$ cat src/rtl/hamming_decoder_if.sv
// Bus between the SECDED decoder and the core/data-memory side: the start/done
// handoff, the byte-wide data-memory port and the per-run error counters.
interface hamming_decoder_if #(
  parameter int AW = 8
);
  logic          start;
  logic          done;
  logic [AW-1:0] mem_addr;
  logic [7:0]    mem_rd_data;
  logic          mem_wr_en;
  logic [7:0]    mem_wr_data;
  logic [3:0]    err1_cnt;
  logic [3:0]    err2_cnt;

  // Decoder side: drives the memory port and reports status.
  modport master (
    input  start,
    input  mem_rd_data,
    output done,
    output mem_addr,
    output mem_wr_en,
    output mem_wr_data,
    output err1_cnt,
    output err2_cnt
  );

  // Core/memory side: issues start and returns read data.
  modport slave (
    output start,
    output mem_rd_data,
    input  done,
    input  mem_addr,
    input  mem_wr_en,
    input  mem_wr_data,
    input  err1_cnt,
    input  err2_cnt
  );
endinterface

$ cat src/rtl/hamming_decoder.sv
// SECDED (16,11) decoder. Reads NUM_WORDS little-endian codewords from SRC_BASE,
// corrects single-bit errors, flags double-bit errors and writes each 11-bit
// message plus two status flags back to DST_BASE. Five cycles per word.
module hamming_decoder #(
  parameter int AW        = 8,
  parameter int SRC_BASE  = 30,
  parameter int DST_BASE  = 0,
  parameter int NUM_WORDS = 15
) (
  input  logic              clk,
  input  logic              reset,
  hamming_decoder_if.master bus
);

  localparam int unsigned IW = (NUM_WORDS > 1) ? $clog2(NUM_WORDS) : 1;

  typedef enum logic [2:0] {
    IDLE,
    RD_LO,
    RD_HI,
    FIX,
    WR_LO,
    WR_HI,
    FIN
  } state_t;

  state_t        state_q, state_d;
  logic [IW-1:0] idx_q, idx_d;
  logic [7:0]    lo_q, lo_d;
  logic [7:0]    hi_q, hi_d;
  logic [15:0]   out_q, out_d;
  logic [3:0]    err1_q, err1_d;
  logic [3:0]    err2_q, err2_d;

  logic [15:0]   cw;
  logic [3:0]    syn;
  logic          par;
  logic          fix_en;
  logic [1:0]    flags;
  logic [10:0]   msg;
  logic [3:0]    pos;

  logic [AW-1:0] word_off;
  logic [AW-1:0] src_addr;
  logic [AW-1:0] dst_addr;

  logic [AW-1:0] mem_addr;
  logic          mem_wr_en;
  logic [7:0]    mem_wr_data;
  logic          done;

  // Syndrome, overall parity, classification and corrected message extraction.
  always_comb begin
    cw     = {hi_q, lo_q};
    syn    = '0;
    pos    = '0;
    msg    = '0;
    for (int unsigned k = 1; k < 16; k++) begin
      if (cw[k]) syn = syn ^ k[3:0];
    end
    par    = ^cw;
    fix_en = (syn != 4'd0) && par;
    if (syn != 4'd0) flags = par ? 2'b01 : 2'b10;
    else             flags = par ? 2'b01 : 2'b00;
    // Data bits live at positions 3, 5..7, 9..15; flip the one the syndrome names.
    for (int unsigned j = 0; j < 11; j++) begin
      if (j == 0)      pos = 4'd3;
      else if (j <= 3) pos = 4'(j + 4);
      else             pos = 4'(j + 5);
      msg[j] = cw[pos] ^ (fix_en && (syn == pos));
    end
  end

  // Byte addresses of the current word in the source and destination regions.
  always_comb begin
    word_off = AW'({idx_q, 1'b0});
    src_addr = AW'(SRC_BASE) + word_off;
    dst_addr = AW'(DST_BASE) + word_off;
  end

  // Next-state and memory-port outputs.
  always_comb begin
    state_d     = state_q;
    idx_d       = idx_q;
    lo_d        = lo_q;
    hi_d        = hi_q;
    out_d       = out_q;
    err1_d      = err1_q;
    err2_d      = err2_q;
    mem_addr    = '0;
    mem_wr_en   = 1'b0;
    mem_wr_data = '0;
    done        = 1'b0;
    case (state_q)
      IDLE: begin
        if (bus.start) begin
          state_d = RD_LO;
          idx_d   = '0;
          err1_d  = '0;
          err2_d  = '0;
        end
      end
      RD_LO: begin
        mem_addr = src_addr;
        lo_d     = bus.mem_rd_data;
        state_d  = RD_HI;
      end
      RD_HI: begin
        mem_addr = src_addr + AW'(1);
        hi_d     = bus.mem_rd_data;
        state_d  = FIX;
      end
      FIX: begin
        out_d = {flags, 3'b000, msg};
        if (flags == 2'b01 && err1_q != 4'hF) err1_d = err1_q + 4'd1;
        if (flags == 2'b10 && err2_q != 4'hF) err2_d = err2_q + 4'd1;
        state_d = WR_LO;
      end
      WR_LO: begin
        mem_addr    = dst_addr;
        mem_wr_en   = 1'b1;
        mem_wr_data = out_q[7:0];
        state_d     = WR_HI;
      end
      WR_HI: begin
        mem_addr    = dst_addr + AW'(1);
        mem_wr_en   = 1'b1;
        mem_wr_data = out_q[15:8];
        if (idx_q == IW'(NUM_WORDS - 1)) begin
          state_d = FIN;
        end else begin
          idx_d   = idx_q + IW'(1);
          state_d = RD_LO;
        end
      end
      FIN: begin
        done = 1'b1;
        if (bus.start) begin
          state_d = RD_LO;
          idx_d   = '0;
          err1_d  = '0;
          err2_d  = '0;
        end
      end
      default: state_d = IDLE;
    endcase
  end

  // State and datapath registers; reset aborts any run in progress.
  always_ff @(posedge clk or posedge reset) begin
    if (reset) begin
      state_q <= IDLE;
      idx_q   <= '0;
      lo_q    <= '0;
      hi_q    <= '0;
      out_q   <= '0;
      err1_q  <= '0;
      err2_q  <= '0;
    end else begin
      state_q <= state_d;
      idx_q   <= idx_d;
      lo_q    <= lo_d;
      hi_q    <= hi_d;
      out_q   <= out_d;
      err1_q  <= err1_d;
      err2_q  <= err2_d;
    end
  end

  assign bus.mem_addr    = mem_addr;
  assign bus.mem_wr_en   = mem_wr_en;
  assign bus.mem_wr_data = mem_wr_data;
  assign bus.done        = done;
  assign bus.err1_cnt    = err1_q;
  assign bus.err2_cnt    = err2_q;

endmodule

$ cat src/flat_wrapper.sv
// flat-port wrapper written by rule: the top's interface ports become plain ports
module hamming_decoder_flat 
#(
  parameter int AW        = 8,
  parameter int SRC_BASE  = 30,
  parameter int DST_BASE  = 0,
  parameter int NUM_WORDS = 15
)
  (clk, reset, bus_start, bus_mem_rd_data, bus_done, bus_mem_addr, bus_mem_wr_en, bus_mem_wr_data, bus_err1_cnt, bus_err2_cnt);
  hamming_decoder_if #(.AW(AW)) bus_i ();
  input  logic clk;
  input  logic reset;
  input wire logic [$bits(bus_i.start)-1:0] bus_start;
  input wire logic [$bits(bus_i.mem_rd_data)-1:0] bus_mem_rd_data;
  output wire logic [$bits(bus_i.done)-1:0] bus_done;
  output wire logic [$bits(bus_i.mem_addr)-1:0] bus_mem_addr;
  output wire logic [$bits(bus_i.mem_wr_en)-1:0] bus_mem_wr_en;
  output wire logic [$bits(bus_i.mem_wr_data)-1:0] bus_mem_wr_data;
  output wire logic [$bits(bus_i.err1_cnt)-1:0] bus_err1_cnt;
  output wire logic [$bits(bus_i.err2_cnt)-1:0] bus_err2_cnt;
  assign bus_i.start = bus_start;
  assign bus_i.mem_rd_data = bus_mem_rd_data;
  assign bus_done = bus_i.done;
  assign bus_mem_addr = bus_i.mem_addr;
  assign bus_mem_wr_en = bus_i.mem_wr_en;
  assign bus_mem_wr_data = bus_i.mem_wr_data;
  assign bus_err1_cnt = bus_i.err1_cnt;
  assign bus_err2_cnt = bus_i.err2_cnt;
  hamming_decoder #(.AW(AW), .SRC_BASE(SRC_BASE), .DST_BASE(DST_BASE), .NUM_WORDS(NUM_WORDS)) u_core (.clk(clk), .reset(reset), .bus(bus_i));
endmodule
$ cat config.mk
export PLATFORM = sky130hd
export DESIGN_NAME = hamming_decoder_flat
export DESIGN_NICKNAME = d
export VERILOG_FILES = /design/src/rtl/hamming_decoder_if.sv /design/src/rtl/hamming_decoder.sv /design/src/flat_wrapper.sv
export SDC_FILE = /design/constraint.sdc
export NUM_CORES = 1
export LEC_CHECK = 0
export CAP_MARGIN = 20
export CORE_MARGIN = 2
export CORE_UTILIZATION = 56
export CTS_CLUSTER_SIZE = 20
export DETAILED_ROUTE_END_ITERATION = 6
export PLACE_DENSITY = 0.81
export SYNTH_ARGS = -nofsm -noshare
export SYNTH_HDL_FRONTEND = slang
export SYNTH_SLANG_ARGS = --single-unit
$ cat constraint.sdc
create_clock -name clk -period 2.98 [get_ports clk]
set_input_delay 0.447 -clock clk [delete_from_list [all_inputs] [get_ports clk]]
set_output_delay 0.447 -clock clk [all_outputs]
set_load 0.05 [all_outputs]
**Word-level counts from Yosys, hierarchy flattened**

Index checks and enable logic that the tools add are counted.

- Input port bits: 11
- Output and inout port bits: 26
- Logic and storage cells: 120
- Register bits: 44

- Bitwise logic cells: 25
- Reductions and logical operators: 24
- Eq/ne operators: 26
- Add/subtract/negate cells: 6
- Multiplexer cells: 32

Operators with widths:

| cell | number |
|---|---|
| $mux W4 | 12 |
| $eq A4 B4 Y1 const B | 8 |
| $pmux W8 S4 | 1 |
| $pmux W4 S2 | 3 |
| $mux W3 | 6 |
| $pmux W3 S6 | 1 |
| $pmux W8 S2 | 1 |
| $reduce_xor A16 Y1 | 1 |
| $logic_and A1 B1 Y1 | 14 |
| $add A4 B1 Y4 const B | 3 |
| $eq A4 B3 Y1 const B | 3 |
| $not A2 Y2 | 6 |
| $not A3 Y3 | 4 |
| $xor A1 B1 Y1 | 11 |
| $eq A3 B3 Y1 const B | 3 |
| $reduce_and A3 Y1 | 3 |
| $add A8 B1 Y8 const B | 1 |
| $mux W2 | 4 |
| $ne A4 B4 Y1 const B | 2 |
| $add A5 B1 Y6 const B | 1 |
| $add A5 B5 Y6 const A | 1 |
| $eq A3 B2 Y1 const B | 2 |
| $ne A2 B1 Y1 const B | 3 |
| $eq A4 B2 Y1 const B | 1 |
| 11 further kinds | 18 |

**Logic depth before layout (Yosys ltp)**

Gate-level depths: netlist of the first run.

- Depth after elaboration: 32
- Gate-level depth with buffers: 8
- Gate-level depth less buffers: 7

**Worst setup path after synthesis of the first run**

Ideal clock, no wire load.

- Path type: reg2out
- Start point: register u_core.state_q[0]
- End point: output port bus_mem_addr[3]
- Required time: 2.533 ns
- Path buffers: 2
- Arrival time: 1.810 ns
- Stages on the path, launching flop included: 5
- Slack: 0.723 ns
- Path through: dfrtp_1 > clkbuf_1 > clkbuf_1 > a22oi_1 > o22ai_1

- Word-level cells in the longest chain between the ends: 2
- Elaborated cells between the ends (all ways): 5
- Classes of those cells: eq/ne: 4; mux: 1

Ends and longest elaborated chain:

| item | RTL line | text |
|---|---|---|
| from (decl) | hamming_decoder.sv:27 | `state_t state_q, state_d;` |
| from (signal assigned) | hamming_decoder.sv:160 | `state_q <= state_d;` |
| $eq A3 B3 Y1 (tied with other cells) | hamming_decoder.sv:94 | `case (state_q)` |
| $pmux W8 S4 (*) | hamming_decoder.sv:94 |  |
| to (decl) | flat_wrapper.sv:16 | `output wire logic [$bits(bus_i.mem_addr)-1:0] bus_mem_addr;` |

Every way passes the cells marked *; elsewhere a longest branch is shown, timed or not.

**Final worst setup path of the first run**

- Start point: register u_core.state_q[1]
- End point: output port bus_mem_wr_data[5]

- Word-level cells in the longest chain between the ends: 2
- Elaborated cells between the ends (all ways): 3
- Classes of those cells: eq/ne: 2; mux: 1

Ends and longest elaborated chain:

| item | RTL line | text |
|---|---|---|
| $eq A3 B3 Y1 | hamming_decoder.sv:94 |  |
| $pmux W8 S2 (*) | hamming_decoder.sv:94 |  |
| to (decl) | flat_wrapper.sv:18 | `output wire logic [$bits(bus_i.mem_wr_data)-1:0] bus_mem_wr_data;` |

Marked as above.

==> results of run 1 <==
[worst min-delay path, cell delays in order, from the launching register on]
cell and delay, ns:
dfrtp_1 0.35, nand2_1 0.05, nand3_1 0.06
[cell families (layout without fill, tap and decap cells)]
| logic type | count (synthesis) | after routing | synth area share (%) |
|---|---|---|---|
| AO/OA/AOI/OAI | 54 | 54 | 11.8 |
| XOR/XNOR | 40 | 40 | 14.3 |
| adder cells (fa/ha/maj) | 5 | 5 | 2.18 |
| buffers and inverters | 24 | 53 | 3.66 |
| flip-flops | 44 | 44 | 38.3 |
| multiplexers | 22 | 22 | 8.10 |
| other | 1 | 2 | 0.130 |
| AND/OR/NAND/NOR | 132 | 132 | 21.6 |
[worst paths after layout]
path | slack [ns] | to
min in group asynchronous | 0.61 | u_core.out_q[0]
max in group asynchronous | 2.00 | u_core.out_q[3]
min | 0.49 | u_core.out_q[0]
max reg2reg | 0.63 | u_core.out_q[0]
min reg2reg | 0.49 | u_core.out_q[0]
max | 0.20 | bus_mem_wr_data[5]
[cells in the mapped netlist]
master	n
nor2_1	21
a31oi_1	2
nor2b_1	1
nand3_2	1
conb_1	1
o22ai_2	1
o311ai_1	3
o2bb2ai_1	1
a21oi_1	7
nand2_1	54
mux2i_1	12
o21ai_1	11
xnor2_1	15
o22a_1	1
mux2_1	8
a211o_1	1
o311ai_0	2
a22o_1	1
xnor2_2	3
inv_1	7
o22ai_1	11
nand4_1	1
nand2b_1	4
o211ai_1	1
clkbuf_1	12
dfrtp_1	44
buf_6	1
mux2_2	2
nor4_1	6
xor2_1	17
nand3_1	12
inv_2	2
and2_1	5
a22oi_1	2
and3_1	5
buf_4	2
xor2_2	5
or4b_1	4
nor3_1	18
ha_1	5
o21ai_0	9
a21oi_2	1
[layer usage]
metal	GRT usage (%)	up-vias
li1	-	1174
met1	29.6	1148
met2	42.1	52
met3	4.76	5
met4	5.85	0
met5	0	-
[flip-flops by register name, summed over array words and instances (netlist names)]
| name | flops |
|---|---|
| u_core.idx_q | 4 |
| u_core.state_q | 3 |
| u_core.bus.err1_cnt | 4 |
| u_core.bus.err2_cnt | 4 |
| u_core.out_q | 13 |
| u_core.hi_q | 8 |
| u_core.lo_q | 8 |
[stage by stage]
stage	cell area, sq um	hold WS, ns	setup WS, ns	instances
finish	3330	0.491	0.200	422
global route	3330	0.528	0.0852	422
CTS	3330	0.493	0.205	422
detailed placement	3250	0.473	0.548	415
global placement	3250	0.462	0.625	415
floorplan	2880	0.448	0.723	323
[final cells by class]
class / count / area (sq um) / area share, %
timing repair buffer: 37 / 360 / 10.8
inverter: 9 / 33.8 / 1.01
sequential: 44 / 1100 / 33.0
clock inverter: 1 / 5.00 / 0.150
tap: 70 / 87.6 / 2.63
multi-input combinational: 255 / 1670 / 50.2
clock buffer: 6 / 72.6 / 2.18
==> metrics.cfg, run 1 <==
[global_routing]
grt.overflow.total = 0
grt_pass1_wl_mm = 10.1
first_global_vias = 2163
grt_max_degree = 45
grt_use_total_pct = 23.7
antenna_found_initial = 0

[cts]
postCtsHoldBufs = 0
worstSkewPairLatency_ns = 0.30
cts_made_buffers = 5
cts_buffer_depth = 2
htree_levels = 2
root_buffer = clkbuf_8
ctsResizeCount = 0
clkTransAtPathRegs_ns = 0.08
cts_tree = built
cts_setup_buffers = 0
cts_sinks = 44

[logic_synthesis]
seq_area_frac_synth_pct = 38.3
synth_area_sq_um = 2870
synth_cells = 322
ys_types = 42
ys_seq_elements = 44
avgSynthCellArea_sq_um = 8.93
ys.warnings.count = 0
synth_area_leader_cell = dfrtp_1
synth_area_leaders = dfrtp_1 (38%), nand2_1 (7.1%), xor2_1 (5.2%)
synth.top_cell.area_share_pct = 38.3

[detailed_routing]
wl_met3_um = 210
top_layer = met4
viasPerCell = 5.64
wl_mm = 6.09
first_iter_violations = 267
routed-wl-met2_mm = 3.17
wl_met1_mm = 2.65
drc = 0
antenna_left = 0
vias = 2379
wl_per_cell_um = 14.4
firstDrtPassIters = 5

[final_layout]
fillers = 452
final_common_cell = nand2_1
drive_above_1_share_pct = 8.52
layout_common_cells = nand2_1 (54), dfrtp_1 (44), clkdlybuf4s50_1 (28)
nNetsFinal = 368
finish.utilization_pct = 66.1
area_growth_pct = 15.9
n_antenna_cell = 0

[sta]
tns_ns = 0
min_period_over_period_pct = 93.3
rsz0062_at_grt = false
slew_violations = 0
max_freq_mhz = 360
setup_viol = 0
worst_pin_slew_ns = 0.606
fin_skew_ns = 0.0103
hold_viol = 0
period_needed_ns = 2.78
relSlewSlack_pct = 59.6

[setup_path]
critical_path_depth = 4
r2r-start = u_core.hi_q[7]
worstSetupEndpointType = output port
reg2regPathDepth = 6
path_buf_inv = 2
path_cells = nand2b_1 -> inv_2 -> and3_1 -> clkdlybuf4s50_1
cpMaxStageDelayCell = clkdlybuf4s50_1
critPathMaxStageDelay_ns = 0.79
crit_required_ns = 2.53
cp.arrival_ns = 2.33
path_class = reg2out
worstSetupStartpointType = register
critPathMaxFanout = 12
cp_top_family = buffers and inverters
startpoint = u_core.state_q[1]

[die]
die_w_um = 75.6
ioPinCount = 37
die-height_um = 75.6
start_util_pct = 57.0
die_area_sq_um = 5720
core_area_sq_um = 5040
fp-row-count = 26

[hold_path]
hp-class = reg2reg
min_path_cells = 2
min_from = u_core.out_q[0]

[run]
maxCapViolCount = 0

[placed_design]
numPortBuffers = 34
dpl.hpwl_mm = 4.58
place.gp.congestion = 0.886

[status]
status = finished clean

Power of run 1 is left out: the tool's default activity adds up to more than one toggle a clock period on the data nets, which glitch-free logic cannot reach.
==> run 2, diff against run 1 <==
--- a/config.mk
+++ b/config.mk
@@ -5,7 +5,7 @@
 export SDC_FILE = /design/constraint.sdc
 export NUM_CORES = 1
 export LEC_CHECK = 0
-export CAP_MARGIN = 20
+export CAP_MARGIN = 10
 export CORE_MARGIN = 2
 export CORE_UTILIZATION = 56
 export CTS_CLUSTER_SIZE = 20
==> results of run 2 <==
No change in the layout: final DEF, timing and power equal those of run 1.
Power of run 2 is left out for the same reason.
==> run 3, diff against run 2 <==
==> constraint.sdc (replaced) <==
create_clock -name clk -period 2.98 [get_ports clk]
set_input_delay 0.596 -clock clk [delete_from_list [all_inputs] [get_ports clk]]
set_output_delay 0.596 -clock clk [all_outputs]
set_load 0.05 [all_outputs]
==> run 3 against run 2 <==
- die area unchanged
- maximum frequency shrank 0.19%
- non-clock buffer count stayed put
- sequential share of layout area decreased by 0.81 points
- final area increased by 2.5%
- via count up 1.1%
- hold slack lost 0.0016 ns
- first-iteration DRC count is 33% lower
- setup slack got worse by 0.0052 ns
- sequential cell count stayed put
- critical path type unchanged
- critical endpoint is now bus_mem_wr_data[0]
==> metrics.cfg, run 3 (synthesized netlist as in run 1, its figures left out) <==
[run]
maxCapViolCount = 0  ; unchanged

[die]
core_area_sq_um = 5040  ; unchanged
fp-row-count = 26  ; unchanged
ioPinCount = 37  ; unchanged
die-height_um = 75.6  ; unchanged
start_util_pct = 57.0  ; unchanged
die_w_um = 75.6  ; unchanged
die_area_sq_um = 5720  ; unchanged

[setup_path]
cpMaxStageDelayCell = clkdlybuf4s50_1
critPathMaxFanout = 13  ; +1
reg2reg_setup_slack_ns = 0.59  ; -0.04 ns
path_cells = nand2b_1 -> nor2_1 -> clkdlybuf4s50_1
worstSetupStartpointType = register
worstSetupEndpointType = output port
path_class = reg2out
critPathMaxStageDelay_ns = 0.82  ; +0.03 ns
cp.arrival_ns = 2.19  ; -0.14 ns
crit_required_ns = 2.38  ; -0.15 ns

[sta]
min_period_over_period_pct = 93.5  ; +0.17 points
rsz0062_at_grt = false
setup_viol = 0  ; unchanged
worst_pin_slew_ns = 0.636  ; +0.0302 ns
hold_slack_ns = 0.489  ; -0.00158 ns
period_needed_ns = 2.79  ; +0.00516 ns
hold_viol = 0  ; unchanged
relSlewSlack_pct = 57.6  ; -2.0 points
tns_ns = 0  ; unchanged
fin_skew_ns = 0.00907  ; -0.00127 ns
max_freq_mhz = 359  ; -0.19%
slew_violations = 0  ; unchanged

[cts]
postCtsHoldBufs = 0  ; unchanged
cts_tree = built
cts_buffer_depth = 2  ; unchanged
cts_made_buffers = 5  ; unchanged
ctsResizeCount = 0  ; unchanged
htree_levels = 2  ; unchanged
clkTransAtPathRegs_ns = 0.08  ; about the same
cts_sinks = 44  ; unchanged
worstSkewPairLatency_ns = 0.29  ; about the same
cts_setup_buffers = 0  ; unchanged
root_buffer = clkbuf_8

[detailed_routing]
first_iter_violations = 180  ; -33%
viasPerCell = 5.70  ; +1.1%
vias = 2405  ; +1.1%
drc = 0  ; unchanged
firstDrtPassIters = 4  ; -1
antenna_left = 0  ; unchanged
wl_per_cell_um = 14.9  ; +3.0%
wl_mm = 6.28  ; +3.0%

[global_routing]
grt.overflow.total = 0  ; unchanged
grt_pass1_wl_mm = 10.5  ; +3.7%
grt_max_degree = 29  ; -36%
grt_use_total_pct = 24.4  ; +0.69 points
first_global_vias = 2311  ; +6.8%
antenna_found_initial = 0  ; unchanged

[status]
status = finished clean

[placed_design]
place.gp.congestion = 0.919  ; +3.7%
numPortBuffers = 34  ; unchanged
dpl.hpwl_mm = 4.69  ; +2.3%
postPlaceCellArea_sq_um = 3280  ; +0.77%

[final_layout]
fillers = 423  ; -6.4%
final_common_cell = nand2_1
largest_reg_flops = 13  ; unchanged
area_growth_pct = 18.9
largest_registers = u_core.out_q (13), u_core.hi_q (8), u_core.lo_q (8)
top_register = u_core.out_q
finalInstanceArea_sq_um = 3420  ; +2.5%
drive_above_1_share_pct = 8.81  ; +0.28 points
layout_common_cells = nand2_1 (54), dfrtp_1 (44), clkdlybuf4s50_1 (25)
n_antenna_cell = 0  ; unchanged
nNetsFinal = 368  ; unchanged
final-seq-area_sq_um = 1100  ; unchanged
multi_input_area_sq_um = 1670  ; unchanged

[hold_path]
hp-class = reg2reg

run 3: cell count changes in the layout (fill, tap and decap cells not counted):
cell,before,now
clkdlybuf4s50_1,28,25
dlymetal6s2s_1,0,3
buf_12,1,3
buf_4,8,6
bufinv_16,0,2
clkbuf_1,1,0
clkinv_2,1,0
run 3: cell type report:
class	instances	share of cell area (%)
multi-input cells	255	48.9
flip-flops and latches	44	32.2
repair buffers	37	11.5
well taps	70	2.56
clock buffers	5	2.01
clock inverters	2	1.76
inverters	9	0.989
run 3: worst max-delay path: cells and delay by family, from the launching register on:
family | cells | cell delay (ns)
and+or+nand+nor | 2 | 0.50
buffers and inverters | 1 | 0.82
DFF | 1 | 0.57
run 3: worst paths after layout:
check,endpoint,cells after the start,startpoint
worst min register to register,u_core.out_q[8],2,u_core.out_q[8]
min in group asynchronous,u_core.lo_q[6],2,reset
max in group asynchronous,u_core.out_q[10],3,reset
worst min-delay path,u_core.out_q[8],2,u_core.out_q[8]
worst max register to register,u_core.bus.err2_cnt[2],6,u_core.lo_q[7]
worst max-delay path,bus_mem_wr_data[0],3,u_core.state_q[2]
run 3: through the flow:
step | util [%] | std cells | setup WS [ns]
detailed placement | 65.0 | 415 | 0.402
CTS | 67.6 | 422 | 0.0540
floorplan | - | 323 | 0.574
global route | 67.7 | 422 | 0.0229
finish | 67.7 | 422 | 0.195
global placement | 65.0 | 415 | 0.455
run 3: layer usage:
layer	up-vias	GRT usage (%)	part of all wire [%]
met5	-	0	0
met4	0	7.60	0.88
met3	8	5.16	4.8
met2	70	43.3	53
met1	1148	29.6	41
li1	1179	-	-
Power of run 3 is left out for the same reason.
